**config.mk**
```make
export PLATFORM = sky130hd
export DESIGN_NAME = jellyvl_etherneco_synctimer_scheduler
export DESIGN_NICKNAME = d
export VERILOG_FILES = /design/src/rtl/jellyvl_etherneco_synctimer_scheduler.sv
export SDC_FILE = /design/constraint.sdc
export NUM_CORES = 1
export LEC_CHECK = 0
export ABC_AREA = 1
export CAP_MARGIN = 20
export CORE_UTILIZATION = 51
export CTS_CLUSTER_SIZE = 25
export DETAILED_ROUTE_END_ITERATION = 8
export PLACE_DENSITY_LB_ADDON = 0.12
export SLEW_MARGIN = 20
export SYNTH_ARGS = -nofsm -noshare
export SYNTH_HDL_FRONTEND = slang
export SYNTH_SLANG_ARGS = --single-unit
```
**constraint.sdc**
```tcl
create_clock -name clk -period 1.9 [get_ports clk]
set_clock_uncertainty 0.05 [all_clocks]
set_input_delay 0.285 -clock clk [delete_from_list [all_inputs] [get_ports clk]]
set_output_delay 0.285 -clock clk [all_outputs]
set_load 0.005 [all_outputs]
```
**src/rtl/jellyvl_etherneco_synctimer_scheduler.sv**
```systemverilog
// -----------------------------------------------------------------------------
// jellyvl_etherneco_synctimer_scheduler
//
// Master-side sequencer for the etherneco sync-timer ring. A free-running
// period counter produces launch ticks. On each tick (when idle-waiting) the
// master time and renew/correct flags are latched and offered to the packet
// transmitter. After the handshake, the returning response frame is awaited
// under timeout supervision. Outcome statistics and a synced flag are kept
// for the register block.
//
// State table:
//   state | meaning
//   IDLE  | scheduler stopped, period counter frozen
//   WAIT  | running, waiting for next period tick
//   REQ   | command offered to transmitter (m_cmd_valid=1)
//   RESP  | command sent, waiting for response or timeout
//
// Ports:
//   clk, reset           clock, synchronous active-high reset
//   enable               run scheduler
//   param_period         cycles between launches (<2 treated as 2)
//   param_timeout        response timeout in cycles (0 treated as 1)
//   param_renew_count    number of initial commands with renew flag
//   current_time         master free-running time
//   m_cmd_time/flags     command payload, stable while m_cmd_valid
//   m_cmd_valid/ready    command handshake to the transmitter
//   res_rx_end/error     response frame completion / error
//   busy                 state is REQ or RESP
//   synced               a non-renew command completed OK since start
//   stat_*               saturating statistics counters
// -----------------------------------------------------------------------------
module jellyvl_etherneco_synctimer_scheduler #(
    parameter int TIMER_WIDTH   = 64,
    parameter int PERIOD_WIDTH  = 32,
    parameter int TIMEOUT_WIDTH = 24,
    parameter int COUNT_WIDTH   = 16
) (
    input  logic                     clk,
    input  logic                     reset,
    input  logic                     enable,
    input  logic [PERIOD_WIDTH-1:0]  param_period,
    input  logic [TIMEOUT_WIDTH-1:0] param_timeout,
    input  logic [7:0]               param_renew_count,
    input  logic [TIMER_WIDTH-1:0]   current_time,
    output logic [TIMER_WIDTH-1:0]   m_cmd_time,
    output logic [7:0]               m_cmd_flags,
    output logic                     m_cmd_valid,
    input  logic                     m_cmd_ready,
    input  logic                     res_rx_end,
    input  logic                     res_rx_error,
    output logic                     busy,
    output logic                     synced,
    output logic [COUNT_WIDTH-1:0]   stat_sent,
    output logic [COUNT_WIDTH-1:0]   stat_timeout,
    output logic [COUNT_WIDTH-1:0]   stat_error,
    output logic [COUNT_WIDTH-1:0]   stat_overrun
);

    typedef enum logic [1:0] {
        ST_IDLE = 2'd0,
        ST_WAIT = 2'd1,
        ST_REQ  = 2'd2,
        ST_RESP = 2'd3
    } state_t;

    state_t                   state;
    state_t                   state_next;
    logic [PERIOD_WIDTH-1:0]  period_cnt;
    logic [PERIOD_WIDTH-1:0]  period_load;
    logic [TIMEOUT_WIDTH-1:0] timeout_cnt;
    logic [TIMEOUT_WIDTH-1:0] timeout_load;
    logic [7:0]               renew_remain;
    logic                     sent_renew;

    logic tick;
    logic handshake;
    logic resp_ok;
    logic resp_err;
    logic resp_to;
    logic resp_done;

    function automatic logic [COUNT_WIDTH-1:0] sat_inc(input logic [COUNT_WIDTH-1:0] v);
        return (&v) ? v : v + COUNT_WIDTH'(1);
    endfunction

    // Counter reload value is period-1, with the period clamped to >= 2.
    assign period_load  = (param_period[PERIOD_WIDTH-1:1] == '0) ? PERIOD_WIDTH'(1)
                                                                 : param_period - PERIOD_WIDTH'(1);
    assign timeout_load = (param_timeout == '0) ? TIMEOUT_WIDTH'(1) : param_timeout;

    assign tick      = (state != ST_IDLE) && (period_cnt == '0);
    assign handshake = (state == ST_REQ) && m_cmd_ready;
    assign resp_ok   = (state == ST_RESP) && res_rx_end && !res_rx_error;
    assign resp_err  = (state == ST_RESP) && res_rx_error;
    // A response arriving in the expiry cycle wins over the timeout.
    assign resp_to   = (state == ST_RESP) && !res_rx_end && !res_rx_error
                       && (timeout_cnt == TIMEOUT_WIDTH'(1));
    assign resp_done = resp_ok || resp_err || resp_to;

    // Valid is masked by reset so it drops in the reset cycle itself.
    assign m_cmd_valid = (state == ST_REQ) && !reset;
    assign busy        = (state == ST_REQ) || (state == ST_RESP);

    always_comb begin
        state_next = state;
        case (state)
            ST_IDLE: if (enable) state_next = ST_WAIT;
            ST_WAIT: begin
                if (!enable)   state_next = ST_IDLE;
                else if (tick) state_next = ST_REQ;
            end
            ST_REQ:  if (m_cmd_ready) state_next = ST_RESP;
            ST_RESP: if (resp_done) state_next = enable ? ST_WAIT : ST_IDLE;
            default: state_next = ST_IDLE;
        endcase
    end

    always_ff @(posedge clk) begin
        if (reset) begin
            state <= ST_IDLE;
        end else begin
            state <= state_next;
        end
    end

    always_ff @(posedge clk) begin
        if (reset) begin
            period_cnt   <= '0;
            timeout_cnt  <= '0;
            renew_remain <= '0;
            sent_renew   <= 1'b0;
            m_cmd_time   <= '0;
            m_cmd_flags  <= '0;
            synced       <= 1'b0;
            stat_sent    <= '0;
            stat_timeout <= '0;
            stat_error   <= '0;
            stat_overrun <= '0;
        end else begin
            // Period ticks run independently of the command state.
            if (state == ST_IDLE) begin
                if (enable) period_cnt <= period_load;
            end else if (period_cnt == '0) begin
                period_cnt <= period_load;
            end else begin
                period_cnt <= period_cnt - PERIOD_WIDTH'(1);
            end

            if (state == ST_IDLE && enable) begin
                renew_remain <= param_renew_count;
                synced       <= 1'b0;
            end

            if (state == ST_WAIT && enable && tick) begin
                m_cmd_time  <= current_time;
                m_cmd_flags <= {6'b0, (renew_remain != 8'd0), 1'b1};
            end

            if (handshake) begin
                stat_sent   <= sat_inc(stat_sent);
                timeout_cnt <= timeout_load;
                sent_renew  <= m_cmd_flags[1];
                if (renew_remain != 8'd0) renew_remain <= renew_remain - 8'd1;
            end

            if (state == ST_RESP && timeout_cnt != '0) begin
                timeout_cnt <= timeout_cnt - TIMEOUT_WIDTH'(1);
            end

            if (resp_ok && !sent_renew) synced <= 1'b1;
            if (resp_err) stat_error   <= sat_inc(stat_error);
            if (resp_to)  stat_timeout <= sat_inc(stat_timeout);

            // Ticks during an outstanding command are dropped, not queued.
            if (tick && busy) stat_overrun <= sat_inc(stat_overrun);
        end
    end

endmodule
```
### Word level (Yosys, flattened, before mapping)

Cells that the tools add are included.

| storage, ports and cells | value |
|---|---|
| bits in registers | 198 |
| input bits | 134 |
| output and inout port bits | 139 |
| word-level logic and storage cells | 91 |

| operators by class | value |
|---|---|
| multiplexer cells | 19 |
| reduce and logical (&&, ||, !) cells | 40 |
| bitwise operators | 4 |
| equality and inequality tests | 8 |
| $add $sub $neg | 8 |

Operator list:

| operator | count |
|---|---|
| $mux 32 | 4 |
| $mux 24 | 3 |
| $add 16x1->16 const B | 4 |
| $reduce_and 16->1 | 4 |
| $sub 32x1->32 const B | 2 |
| $logic_not 32->1 | 1 |
| $logic_not 31->1 | 1 |
| $eq 24x1->1 const B | 1 |
| $logic_not 24->1 | 1 |
| $mux 8 | 3 |
| $reduce_bool 24->1 | 1 |
| $sub 24x1->24 const B | 1 |
| $logic_and 1x1->1 | 15 |
| $mux 2 | 5 |
| $pmux 2 s4 | 1 |
| $reduce_and 2->1 | 4 |
| $reduce_bool 8->1 | 1 |
| $sub 8x1->8 const B | 1 |
| $ne 2x2->1 const B | 3 |
| $reduce_bool 2->1 | 3 |
| $eq 2x2->1 const B | 2 |
| $logic_not 1->1 | 4 |
| $not 1->1 | 4 |
| $reduce_and 4->1 | 1 |
| other kinds (5) | 9 |

### Longest topological paths before layout

| logic depth | value |
|---|---|
| word-level depth | 7 |
| depth in mapped cells | 14 |
| mapped depth without buffers | 14 |

### Worst setup path before layout

Ideal clock, no wire load.

| path | value |
|---|---|
| path type | reg2reg |
| start | reg period_cnt[0] |
| end | reg period_cnt[20] |
| period minus slack after synthesis | 1,764 ps |
| setup time | 128 ps |
| path slack | 136 ps |
| stages on the path, launching flop included | 13 |
| required time | 1,722 ps |
| path buffers | 1 |
| arrival | 1,586 ps |
| cell sequence | dfxtp_1 -> inv_1 -> ha_1 -> nand2_1 -> nor2_1 -> nand3_4 -> nor2_4 -> nor2_1 -> buf_2 -> o21ai_1 -> nand3_1 -> nor2_1 -> nor2_1 |

| between the ends | value |
|---|---|
| cells in the longest elaborated chain, start to end | 3 |
| elaborated cells between the ends (all ways) | 4 |
| classes of those cells | add/sub (1); mux (2); reduce/logical (1) |

Ends and longest elaborated chain:

| item | RTL line | RTL |
|---|---|---|
| start, declared | 68 | `logic [PERIOD_WIDTH-1:0] period_cnt;` |
| start signal, assigned | 142 | `if (enable) period_cnt <= period_load;` |
| start signal, assigned | 144 | `period_cnt <= period_load;` |
| start signal, assigned | 146 | `period_cnt <= period_cnt - PERIOD_WIDTH'(1);` |
| $sub 32x1->32 / $logic_not 32->1 (equally long branches) | 146, 143 |  |
| $mux 32 * | 143 | `end else if (period_cnt == '0) begin` |
| $mux 32 * | 141 | `if (state == ST_IDLE) begin` |

Mark *: on every way between the ends. The rest lies on a longest branch, timed or not.
A chain may end at the register's enable or synchronous reset.

### Worst setup path after layout

| path | value |
|---|---|
| start | reg period_cnt[5] |
| end | reg m_cmd_time[63] |

| between the ends | value |
|---|---|
| cells in the longest elaborated chain, start to end | 3 |

Ends and longest elaborated chain:

| item | RTL line | RTL |
|---|---|---|
| $logic_not 32->1 | 91 | `assign tick = (state != ST_IDLE) && (period_cnt == '0);` |
| $logic_and 1x1->1 | 91 |  |
| $logic_and 1x1->1 | 154 | `if (state == ST_WAIT && enable && tick) begin` |
| end signal, assigned | 155 | `m_cmd_time <= current_time;` |
| end, declared | 45 | `output logic [TIMER_WIDTH-1:0] m_cmd_time,` |

Every way passes these cells.

==> flow_metrics.env <==
export IMPL_setup_viol=16
export IMPL_synth_cells=1766
export IMPL_avgViaCountPerCell=5.43
export IMPL_routed_wl_um=41100
export IMPL_dpl_hpwl_um=28200
export IMPL_synth_avg_cell_area_um2=6.40
export IMPL_maxCapViolations=0
export IMPL_ys_async_sr_fraction_pct=0
export IMPL_maxSlewHeadroom_pct=56.9
export IMPL_slew_viol_final=0
export IMPL_track_usage_pct=32.7
export IMPL_clk_pin_slew_worst_paths_ns=0.09
export IMPL_num_vias=13721
export IMPL_place_congestion=0.974
export IMPL_fin_util_pct=80.1
export IMPL_finalCriticalPeriod_ns=1.93
export IMPL_peakVddDrop_mv=0.603
export IMPL_worst_pin_slew_ns=0.646
export IMPL_drc=0
export IMPL_grt_pass1_vias=12465
export IMPL_htree_levels=4
export IMPL_status="complete, but fails checks"
export IMPL_fillers=1548
export IMPL_synth_cell_types=52
export IMPL_hold_path_class="primary input to register"
export IMPL_die_x_um=151
export IMPL_fmax_mhz=518
export IMPL_worstSetupEndpoint="m_cmd_time[63]"
export IMPL_pre_cts_slack_ns=-0.424
export IMPL_synth_edf_count=0
export IMPL_start_util_pct=51.9
export IMPL_antenna_found_initial=0
export IMPL_hold_violations=0
export IMPL_netlist_area_mm2=0.0113
export IMPL_regToRegEndpoint="m_cmd_time[63]"
export IMPL_p_per_area_mw_per_mm2=599
export IMPL_drt_iter0_markers=1039
export IMPL_drive_gt1_share_pct=20.8
export IMPL_wire_per_inst_um=16.3
export IMPL_ys_ff_latch=198
export IMPL_whs_path_depth=3
export IMPL_worstSetupPathType="register to register"
export IMPL_reg2reg_depth=11
export IMPL_core_area_mm2=0.0218
export IMPL_worst_ep_required_time_ns=2.20
export IMPL_cp_startpoint="period_cnt[5]"
export IMPL_drtAntennaViolNets=0
export IMPL_cts_root_buf="clkbuf_16"
export IMPL_clk_path_buf_depth=2
export IMPL_cts_tree="done"
export IMPL_period_share_pct=102
export IMPL_gr_total_overflow=0
export IMPL_die_area_mm2=0.0227
export IMPL_syn2layout_area_growth_pct=54.2
export IMPL_yosys_warnings=0
export IMPL_num_rows=54
export IMPL_cp_start_kind="register"
export IMPL_nets=2378
export IMPL_clock_sinks=198
export IMPL_portBuffers=266
export IMPL_worstPathMaxFanout=19
export IMPL_p_leak_nw=7.11
export IMPL_critPathArrivalTime_ns=2.23
export IMPL_ys_flop_type="dfxtp_1"
export IMPL_violations="negative setup slack"
export IMPL_rsz0062_at_grt="yes"
export IMPL_cts_buffers=17
export IMPL_clock_latency_ns=0.46
export IMPL_end_kind="register"
export IMPL_io_pins=273
export IMPL_firstDrtPassIters=7
export IMPL_r2r_start="period_cnt[5]"
export IMPL_seq_area_frac_synth_pct=35.1
export IMPL_grt_max_degree=50
export IMPL_setup_slack_ns=-0.0323
export IMPL_die_y_um=151
export IMPL_rrSetupSlack_ns=-0.03
export IMPL_grt_pass1_wl_um=59200
## cells by family (layout without fill, tap and decap cells)
family          Yosys count  count (layout)  share of synthesized area [%]
simple gates            987             987                           36.8
compound gates          279             279                           13.4
buf+inv                 219             693                           7.92
flops                   198             198                           35.1
xor+xnor                 70              70                           5.43
fa+ha+maj                12              12                           1.33
other cells               1               7                         0.0332
## state kept, by name (all words and copies together) (netlist names), named ones only
name	count
m_cmd_flags	2
m_cmd_time	64
period_cnt	32
renew_remain	8
sent_renew	1
stat_error	16
stat_overrun	16
stat_sent	16
stat_timeout	16
state	1
synced	1
timeout_cnt	24
## cells in the final DEF, fill, tap and decap left out, types with 29 or more instances in the layout
cell type	Yosys	final
nor2_1	418	373
nand2_1	340	321
clkdlybuf4s50_1	0	264
buf_4	11	205
dfxtp_1	198	179
inv_1	148	136
nand3_1	109	102
a21oi_1	81	81
o21ai_0	91	72
o21ai_2	1	43
xor2_1	40	40
nor3_1	43	35
nor2_2	12	33
o21ai_1	55	32
xnor2_1	30	30
nand4_1	29	29
## synth_stat cells (5+ instances only)
cell type  count  area share [%]
nor2_2        12            0.66
nand2_1      340              11
clkbuf_1      29            0.96
nand3_1      109             4.8
nor3b_1        6            0.40
a21oi_1       81             3.6
buf_4         11            0.73
o22ai_1        9            0.50
nand2_2        5            0.28
o211ai_1       7            0.47
nor2_1       418              14
xor2_1        40             3.1
nor3_1        43             1.9
nand4_1       29             1.6
o21ai_1       55             2.4
buf_2         19            0.84
xnor2_1       30             2.3
inv_1        148             4.9
a31oi_1       11            0.61
dfxtp_1      198              35
a211oi_1       6            0.40
inv_2          7            0.23
o21bai_1       5            0.33
ha_1          12             1.3
o21ai_0       91             4.0
## report_power, final
part | internal, mW | leakage (nW) | switching, mW
logic | 0.997 | 5.19 | 1.14
clock network | 1.87 | 0.312 | 2.10
registers | 4.23 | 1.61 | 0.0885
## worst min-delay path by stage
stage,start,end,slack (ns)
after global routing,reset,period_cnt[17],0.34
after global placement,synced,synced,0.40
after detailed placement,synced,synced,0.41
after CTS,reset,period_cnt[16],0.32
final,reset,period_cnt[17],0.32
after floorplan,sent_renew,sent_renew,0.38
## metal layers
metal | up-vias | routed length, um | GRT usage [%]
met4 | 0 | 1580 | 12.9
met2 | 642 | 19500 | 54.1
li1 | 6663 | - | -
met1 | 6284 | 16600 | 41.2
met3 | 132 | 3350 | 7.05
met5 | - | 0 | 0
## per-stage QoR
stage	TNS, ns	hold slack [ns]	cells	total power [mW]	instance area [um^2]
5_1_grt	-5.43	0.338	2525	10.8	17400
3_3_place_gp	-22.19	0.400	2461	6.13	15700
4_1_cts	-0.0435	0.320	2495	10.1	16400
3_5_place_dp	-24.74	0.408	2461	6.16	15700
6_report	-0.221	0.318	2526	10.4	17400
2_1_floorplan	0	0.380	1771	5.27	11300
## final cells by class
class                           instances  area, um^2  share of cell area (%)
Sequential cell                       198        3990                    22.9
Clock buffer                           17         425                    2.44
Multi-Input combinational cell       1354        7050                    40.5
Tap cell                              280         350                    2.01
Inverter                              157         612                    3.51
Timing Repair Buffer                  503        4750                    27.3
Timing Repair inverter                  1        7.51                  0.0431
Clock inverter                         15         229                    1.31
Antenna cell                            1        2.50                  0.0144
## worst max-delay path, stage by stage, from the launching register on
cell,delay (ns)
dfxtp_1,0.34
nor2_2,0.14
nand2_2,0.11
nor2_4,0.12
nand3_4,0.10
buf_4,0.16
nor3_4,0.19
buf_12,0.15
inv_6,0.07
buf_12,0.17
o21ai_2,0.13
nor2_1,0.07
## what timing repair did
item                       4_1_cts  5_1_grt
setup buffers                    2       19
cloned                           0       12
resized for setup               43      194
setup endpoints to repair      124      139
hold buffers                     0        0
pin swaps                       12       36
Power figures use the tool's default switching activity.
